<file path="config.mk">
export PLATFORM = sky130hd
export DESIGN_NAME = alu_issue_ctrl
export DESIGN_NICKNAME = d
export VERILOG_FILES = /design/src/rtl/alu_issue_ctrl.sv
export SDC_FILE = /design/constraint.sdc
export NUM_CORES = 1
export LEC_CHECK = 0
export ABC_AREA = 1
export BUFFER_PORTS_ARGS = -buffer_cell sky130_fd_sc_hd__buf_2
export CAP_MARGIN = 40
export CORE_ASPECT_RATIO = 1.5
export CORE_UTILIZATION = 40
export DETAILED_ROUTE_END_ITERATION = 16
export GPL_TIMING_DRIVEN = 0
export PLACE_DENSITY = 0.77
export SKIP_CTS_REPAIR_TIMING = 1
export SYNTH_ARGS = -nofsm -noshare
export SYNTH_HDL_FRONTEND = slang
export SYNTH_SLANG_ARGS = --single-unit
</file>
<file path="constraint.sdc">
create_clock -name clk -period 3.7 [get_ports clk]
set_clock_uncertainty 0.2 [all_clocks]
set_input_delay 0.37 -clock clk [delete_from_list [all_inputs] [get_ports clk]]
set_output_delay 0.37 -clock clk [all_outputs]
set_load 0.005 [all_outputs]
</file>
<file path="src/rtl/alu_issue_ctrl.sv">
// Command sequencer in front of the TotalALU: registers the ALU drive, waits out
// the MULTU latency, auto-issues MFHI/MFLO and buffers one result word at a time.
module alu_issue_ctrl #(
   parameter int MUL_WAIT = 35,
   parameter int DW       = 32
) (
   input  logic          clk,
   input  logic          reset,
   input  logic          cmd_valid,
   output logic          cmd_ready,
   input  logic [5:0]    cmd_funct,
   input  logic [DW-1:0] cmd_a,
   input  logic [DW-1:0] cmd_b,
   output logic [5:0]    alu_signal,
   output logic [DW-1:0] alu_dataA,
   output logic [DW-1:0] alu_dataB,
   input  logic [DW-1:0] alu_out,
   output logic          res_valid,
   input  logic          res_ready,
   output logic [DW-1:0] res_data,
   output logic          res_hi,
   output logic          res_err,
   output logic          busy
);

   // state   | meaning
   // IDLE    | waiting for a command, cmd_ready=1
   // EXEC    | single-cycle op driven, capture alu_out at the edge
   // MUL     | Signal=25 held while the multiplier runs (wait counter)
   // MFHI    | Signal=16 driven, capture Hi word
   // RESP_HI | Hi word waiting for release
   // MFLO    | Signal=18 driven, capture Lo word
   // RESP    | final result waiting for release
   typedef enum logic [2:0] {
      IDLE    = 3'd0,
      EXEC    = 3'd1,
      MUL     = 3'd2,
      MFHI    = 3'd3,
      RESP_HI = 3'd4,
      MFLO    = 3'd5,
      RESP    = 3'd6
   } state_t;

   localparam logic [5:0] F_AND   = 6'd36;
   localparam logic [5:0] F_OR    = 6'd37;
   localparam logic [5:0] F_ADD   = 6'd32;
   localparam logic [5:0] F_SUB   = 6'd34;
   localparam logic [5:0] F_SLT   = 6'd42;
   localparam logic [5:0] F_SRL   = 6'd2;
   localparam logic [5:0] F_MULTU = 6'd25;
   localparam logic [5:0] F_MFHI  = 6'd16;
   localparam logic [5:0] F_MFLO  = 6'd18;

   localparam int CW = (MUL_WAIT > 1) ? $clog2(MUL_WAIT + 1) : 1;

   state_t          state, state_n;
   logic [CW-1:0]   cnt, cnt_n;
   logic [5:0]      sig_n;
   logic [DW-1:0]   a_n, b_n, rd_n;
   logic            rv_n, rh_n, re_n;
   logic            single_op;

   assign single_op = (cmd_funct == F_AND) || (cmd_funct == F_OR)  ||
                      (cmd_funct == F_ADD) || (cmd_funct == F_SUB) ||
                      (cmd_funct == F_SLT) || (cmd_funct == F_SRL);

   assign cmd_ready = (state == IDLE);
   assign busy      = (state != IDLE);

   always_ff @(posedge clk) begin
      if (reset) begin
         state      <= IDLE;
         cnt        <= '0;
         alu_signal <= '0;
         alu_dataA  <= '0;
         alu_dataB  <= '0;
         res_valid  <= 1'b0;
         res_data   <= '0;
         res_hi     <= 1'b0;
         res_err    <= 1'b0;
      end else begin
         state      <= state_n;
         cnt        <= cnt_n;
         alu_signal <= sig_n;
         alu_dataA  <= a_n;
         alu_dataB  <= b_n;
         res_valid  <= rv_n;
         res_data   <= rd_n;
         res_hi     <= rh_n;
         res_err    <= re_n;
      end
   end

   always_comb begin
      state_n = state;
      cnt_n   = cnt;
      sig_n   = alu_signal;
      a_n     = alu_dataA;
      b_n     = alu_dataB;
      rv_n    = res_valid;
      rd_n    = res_data;
      rh_n    = res_hi;
      re_n    = res_err;
      case (state)
         IDLE: begin
            if (cmd_valid) begin
               if (single_op) begin
                  a_n     = cmd_a;
                  b_n     = cmd_b;
                  sig_n   = cmd_funct;
                  state_n = EXEC;
               end else if (cmd_funct == F_MULTU) begin
                  a_n     = cmd_a;
                  b_n     = cmd_b;
                  sig_n   = F_MULTU;
                  cnt_n   = CW'(MUL_WAIT - 1);
                  state_n = MUL;
               end else begin
                  // illegal code: the ALU drive is left exactly as it was
                  rd_n    = '0;
                  re_n    = 1'b1;
                  rh_n    = 1'b0;
                  rv_n    = 1'b1;
                  state_n = RESP;
               end
            end
         end
         EXEC: begin
            rd_n    = alu_out;
            re_n    = 1'b0;
            rh_n    = 1'b0;
            rv_n    = 1'b1;
            state_n = RESP;
         end
         MUL: begin
            if (cnt == '0) begin
               sig_n   = F_MFHI;
               state_n = MFHI;
            end else begin
               cnt_n = cnt - 1'b1;
            end
         end
         MFHI: begin
            rd_n    = alu_out;
            re_n    = 1'b0;
            rh_n    = 1'b1;
            rv_n    = 1'b1;
            state_n = RESP_HI;
         end
         RESP_HI: begin
            if (res_ready) begin
               rv_n    = 1'b0;
               sig_n   = F_MFLO;
               state_n = MFLO;
            end
         end
         MFLO: begin
            rd_n    = alu_out;
            re_n    = 1'b0;
            rh_n    = 1'b0;
            rv_n    = 1'b1;
            state_n = RESP;
         end
         RESP: begin
            if (res_ready) begin
               rv_n    = 1'b0;
               state_n = IDLE;
            end
         end
         default: state_n = IDLE;
      endcase
   end

endmodule

</file>
# Word level (Yosys, flattened, before mapping)
# Cells that the tools add are included.
# Widths: inputs -> output; s select.
op_classes:
  n_mux: 36
  reduce_logical: 24
  eq_ne: 23
  add_sub_neg: 1
op_table:
  columns: ["operator", "count"]
  rows:
  - ["$mux 32", 7]
  - ["$pmux 32 s2", 1]
  - ["$mux 6", 9]
  - ["$eq 6x6->1 const B", 5]
  - ["$mux 3", 6]
  - ["$pmux 3 s6", 1]
  - ["$pmux 6 s3", 1]
  - ["$reduce_and 5->1", 3]
  - ["$ne 2x2->1 const B", 7]
  - ["$pmux 6 s2", 1]
  - ["$reduce_and 4->1", 3]
  - ["$reduce_bool 3->1", 4]
  - ["$eq 3x3->1 const B", 3]
  - ["$mux 1", 7]
  - ["$eq 3x2->1 const B", 2]
  - ["$eq 6x2->1 const B", 1]
  - ["$eq 6x5->1 const B", 1]
  - ["$logic_not 6->1", 1]
  - ["$pmux 1 s3", 2]
  - ["$reduce_bool 2->1", 3]
  - ["$sub 6x1->6 const B", 1]
  - ["$logic_or 1x1->1", 5]
  - ["$ne 2x1->1 const B", 2]
  - ["$reduce_or 2->1", 2]
  - ["other kinds (6)", 6]
totals:
  word_cells: 93
  in_bits: 106
  ff_bits: 114

# Longest topological paths before layout
depth:
  word_depth: 9
  ltp_mapped: 11

# Least setup slack after synthesis
# OpenSTA, ideal clock, no wires.
synth_timing:
  path_kind: "input port to flip-flop"
  start: "input cmd_funct[1]"
  end: "register alu_dataB[0]"
  arrival_time_ns: 1.443
  path_slack_ns: 1.992
  setup_ns: 0.065
  cell_stages: 10
  n_path_buf: 1
  cell_sequence: "inv_2 nand2_1 nor2_1 nand2_1 nor2_1 inv_1 a21oi_4 buf_6 nor2_1 nor2_1"
synth_via:
  elab_chain_cells: 8
synth_lines:
  columns: ["item", "line", "text"]
  rows:
  - ["from (decl)", "11", "input logic [5:0] cmd_funct,"]
  - ["$eq 6x6->1", "63", "assign single_op = (cmd_funct == F_AND) || (cmd_funct == F_OR) ||"]
  - ["$logic_or 1x1->1 (2 in series)", "63", null]
  - ["$logic_or 1x1->1 (2 in series)", "64", "(cmd_funct == F_ADD) || (cmd_funct == F_SUB) ||"]
  - ["$logic_or 1x1->1", "65", "(cmd_funct == F_SLT) || (cmd_funct == F_SRL);"]
  - ["$reduce_bool 2->1 (no line)", null, null]
  - ["$reduce_and 3->1 (no line)", null, null]
  - ["to (signal assigned)", "86", "alu_dataB <= b_n;"]
  - ["to (decl)", "16", "output logic [DW-1:0] alu_dataB,"]
# Several ways; a longest one is shown, not always the timed one.
# A chain may end at the register's enable or synchronous reset.

# Worst setup path after layout
layout_timing:
  start: "register state[0]"
  end: "register res_data[7]"
layout_via:
  elab_chain_cells: 4
layout_lines:
  columns: ["item", "line", "text"]
  rows:
  - ["from (decl)", "56", "state_t state, state_n;"]
  - ["from (signal assigned)", "82", "state <= state_n;"]
  - ["$eq 3x3->1, or another cell as far along", "104", "case (state)"]
  - ["$reduce_or 3->1 (no line)", null, null]
  - ["$reduce_bool 2->1 (no line)", null, null]
  - ["$reduce_and 4->1 (no line)", null, null]
  - ["to (signal assigned)", "88", "res_data <= rd_n;"]
  - ["to (decl)", "20", "output logic [DW-1:0] res_data,"]
# Several ways; a longest one is shown, not always the timed one.

==> results.md <==
Status:
- The run finished with clean final reports.

CTS:
- The tree built by TritonCTS fans out to 114 sinks.
- Buffers inserted during clock tree synthesis total 17.
- The deepest level of the CTS H-tree is 4.
- After clock tree synthesis, the clock-pin slew on the worst setup and hold paths is 50 ps.
- The TritonCTS clock tree is done.
- No sink is reached through more buffers than the 2 on the longest clock path.
- The clock root buffer master is sky130_fd_sc_hd__clkbuf_16.
- The clock latency at the later pin of the worst-skew pair is 400 ps.

Critical path:
- The worst setup path is launched from a register.
- For this design, the slowest cell found on the critical path is sky130_fd_sc_hd__dfxtp_1.
- The critical path's top delay family is simple AND/OR/NAND/NOR gates.
- The dominant cell type by count on the critical path is sky130_fd_sc_hd__nor2_1.
- The critical path ends at res_data[7].
- The setup check on the worst reg-to-reg path leaves a slack of 1760 ps.
- The data required time of the critical path is 3760 ps.
- The destination of the worst register-to-register timing path is res_data[7].
- The signal on the critical path passes through inv_1 -> nor2_2 -> nor2_1 -> nor2_1 -> nand3_2 -> buf_2 -> nand2_1 -> a21oi_1.
- The type of element capturing the critical path is a register.
- The number of buffers and inverters on the critical path is 2.
- The worst register-to-register path begins at state[0].
- The largest fanout on the critical path is 10.
- The critical path depth in cells is 8.
- The largest single stage delay on the critical path is 440 ps.
- The worst register-to-register path has a depth of 8.
- The critical path in this run is classified as reg -> reg.
- The arrival time of data at the critical path endpoint is 2000 ps.
- Tracing the worst setup path back leads to its startpoint at state[0].

Logic synthesis:
- After Yosys synthesis, full adders, half adders and majority gates account for 0.5663% of the synthesized area.
- The top cell type by total area after synthesis is sky130_fd_sc_hd__dfxtp_1.
- After synthesis, the cell types taking the most area are sky130_fd_sc_hd__dfxtp_1, sky130_fd_sc_hd__nor2_1, sky130_fd_sc_hd__nand2_1.
- The parity-gate share of the synthesized area counting xor and xnor cells is 0.1982%.
- The area share of the largest cell type after synthesis is 51.64%.
- The combined area of all synthesized cells is 4419 µm².
- The dominant combinational cell family by area after synthesis is simple AND/OR/NAND/NOR gates.
- In the synthesized netlist the dominant register cell turns out to be sky130_fd_sc_hd__dfxtp_1.
- Among all cell types in the netlist, the one instantiated most often is sky130_fd_sc_hd__nor2_1.
- The number of nets in the synthesized netlist is 707.
- Summing the areas of all compound-gate instances in the mapped netlist gives 13.05% of the synthesized area.
- Counting flops and latches in the post-synthesis netlist gives 114.
- Yosys mapped the design onto 26 distinct sky130hd cell types.
- The post-synthesis share of cell area spent on and, or, nand and nor gates is 28.79%.
- After synthesis, the share of cell area in mux cells is 0%.
- The number of enable-type register cells in the synthesized netlist is 0.
- The synthesized netlist cell count is 599.
- Ranked by instance count, the synthesized netlist is headed by sky130_fd_sc_hd__nor2_1, sky130_fd_sc_hd__dfxtp_1, sky130_fd_sc_hd__nand2_1, sky130_fd_sc_hd__o21ai_0, sky130_fd_sc_hd__a21oi_1.
- The proportion of synthesized flip-flops having asynchronous set or reset is 0%.
- The share of the Yosys chip area taken by registers is 51.64%.
- Yosys printed 0 warnings.
- The post-synthesis average cell area is 7.378 µm².

Floorplanning:
- The die is 130.7 µm tall.
- The floorplan step defined a die boundary enclosing 11,480 µm².
- The floorplan has 46 rows.
- The initial utilization of the core area, before any placement, comes to 41.50%.
- The number of primary I/O pins is 213.
- The floorplan core area is 10,650 µm².
- The width of the die is 87.82 µm.

Layout:
- Summing all multi-input logic gate instances after layout gives 1883 µm².
- The fraction of final layout cells with drive strength greater than 1 is 31.44%.
- Compared with the post-synthesis result, the final layout area differs by 40.83%.
- Summing all flip-flop and latch instances after layout gives 2282 µm².
- The finished layout holds 987 standard cells, fillers aside.
- 0 antenna diodes ended up in the layout.
- The number of fillers in the final layout is 1,012.
- For this run, the post-layout net count is 938.

STA:
- The headroom to the max-slew limit is 64.87%.
- Setup repair after global routing left no endpoint under its margin.
- The setup TNS is 0 ps.
- At the pin with the least slew margin, the transition time is 527.0 ps.
- The final worst-path cycle share is 52.56%.
- The final setup violation count is 0.
- The final period demand of the worst path is 1945 ps.
- The number of pins exceeding their max-slew limit in the final report is 0.
- The hold slack is 7.031 ps.
- The final-report hold violation count came to 0.
- For this run, the top clock speed supported by timing is 0.5142 GHz.

Route:
- The count of nets left with antenna violations once routing finished came out at 0.
- The count of unresolved DRC violations after routing is 0.
- For this block, the initial DRC count from the detailed router was 240.
- The first detailed-routing pass took 4 iterations.
- Across all layers, the routed design uses 4,543 vias.
- The aggregate routed wire length is 11.72 mm.
- The detailed-route vias per instance is 4.603.
- Dividing the detail-routed wire length by the instance count gives 11.88 µm.

Global routing:
- The initial antenna violation count is 1.
- Global routing used 20.30% of the available tracks across all layers.
- The global-route wire length before repair is 17.95 mm.
- The number of global-route vias before repair is 3,962.
- The maximum number of pins on one net before global-route repair is 17.
- The overall overflow remaining after global route is 0.

Placement:
- The half-perimeter wire length of the detailed placement result is 8.823 mm.
- The congestion estimate from routability-driven global placement came to 0.8372.
- The count of buffers added on input and output ports is 212.
- The placed instance count is 955.

Worst hold path:
- The path category of the worst min-delay check is in -> reg.

Run:
- The tool flagged a number of max-cap violations equal to 0.

Power:
- The worst-case vdd ir drop is 0.3190 mV.
- The power per cell area is 715.9 nW/µm².
- The design draws 4.455 mW.
- In this run the static leakage power is 2.978 nW.
sequential cells by signal (all words and copies together), names as in the netlist:
name / count
res_valid: 1
state: 3
alu_signal: 6
alu_dataB: 32
res_data: 32
cnt: 6
alu_dataA: 32
res_err: 1
res_hi: 1
worst min-delay path by stage:
stage / start / endpoint / cells after the start
2_1_floorplan: res_err / res_err / 2
3_3_place_gp: res_err / res_err / 2
3_5_place_dp: res_err / res_err / 2
4_1_cts: cmd_b[5] / alu_dataB[5] / 3
5_1_grt: cmd_b[5] / alu_dataB[5] / 3
6_report: cmd_b[5] / alu_dataB[5] / 3
placed cells by master, fill, tap and decap left out, drive strengths merged, types with 3 or more instances in the layout:
cell / netlist / final
clkinvlp: 0 / 3
clkbuf: 20 / 41
inv: 22 / 22
nor2: 171 / 171
nand2: 112 / 112
nand3: 24 / 24
a21oi: 43 / 43
o21ai: 70 / 70
dfxtp: 114 / 114
buf: 11 / 223
clkinv: 1 / 7
per-layer routing:
metal  part of all wire (%)  global-route usage, %
met1                     40                  21.47
met2                     50                  35.43
met3                    7.8                  8.040
met4                    1.8                  8.582
met5                      0                      0
area by class of cell:
type | instances | share of cell area [%]
clock buffer | 21 | 7.238
buffer | 31 | 2.674
sequential | 114 | 36.67
clock inverter | 11 | 1.809
inverter | 23 | 1.407
tap | 144 | 2.895
timing repair buffer | 212 | 17.05
multi-input combinational | 431 | 30.26
report_power, final:
| part | switching, mW | internal (mW) |
|---|---|---|
| combinational | 0.846 | 0.519 |
| sequential | 0.128 | 1.43 |
| clock | 0.539 | 0.999 |
per-stage QoR:
step / instance area [µm²] / utilization, % / worst slack (ps)
after floorplan: 4419 / - / 1992
after global placement: 5660 / 53.16 / 1444
after detailed placement: 5660 / 53.16 / 1477
after CTS: 6223 / 58.45 / 1743
after global routing: 6223 / 58.45 / 1575
final: 6223 / 58.45 / 1755
worst reg2reg max path, delay by kind of cell (launching register included):
family,cells,cell delay [ps]
flip-flops,1,440
AO/OA/AOI/OAI,1,70
AND/OR/NAND/NOR,5,720
buffers and inverters,2,390
logic make-up (layout without fill, tap and decap cells):
kind of cell	count (synthesis)	after routing
buffers and inverters	54	298
DFF	114	114
AOI/OAI and AO/OA	113	113
and+or+nand+nor	315	315
adders and majority gates	2	2
xor gates and xnor gates	1	1
(Power assumes the default switching activity.)
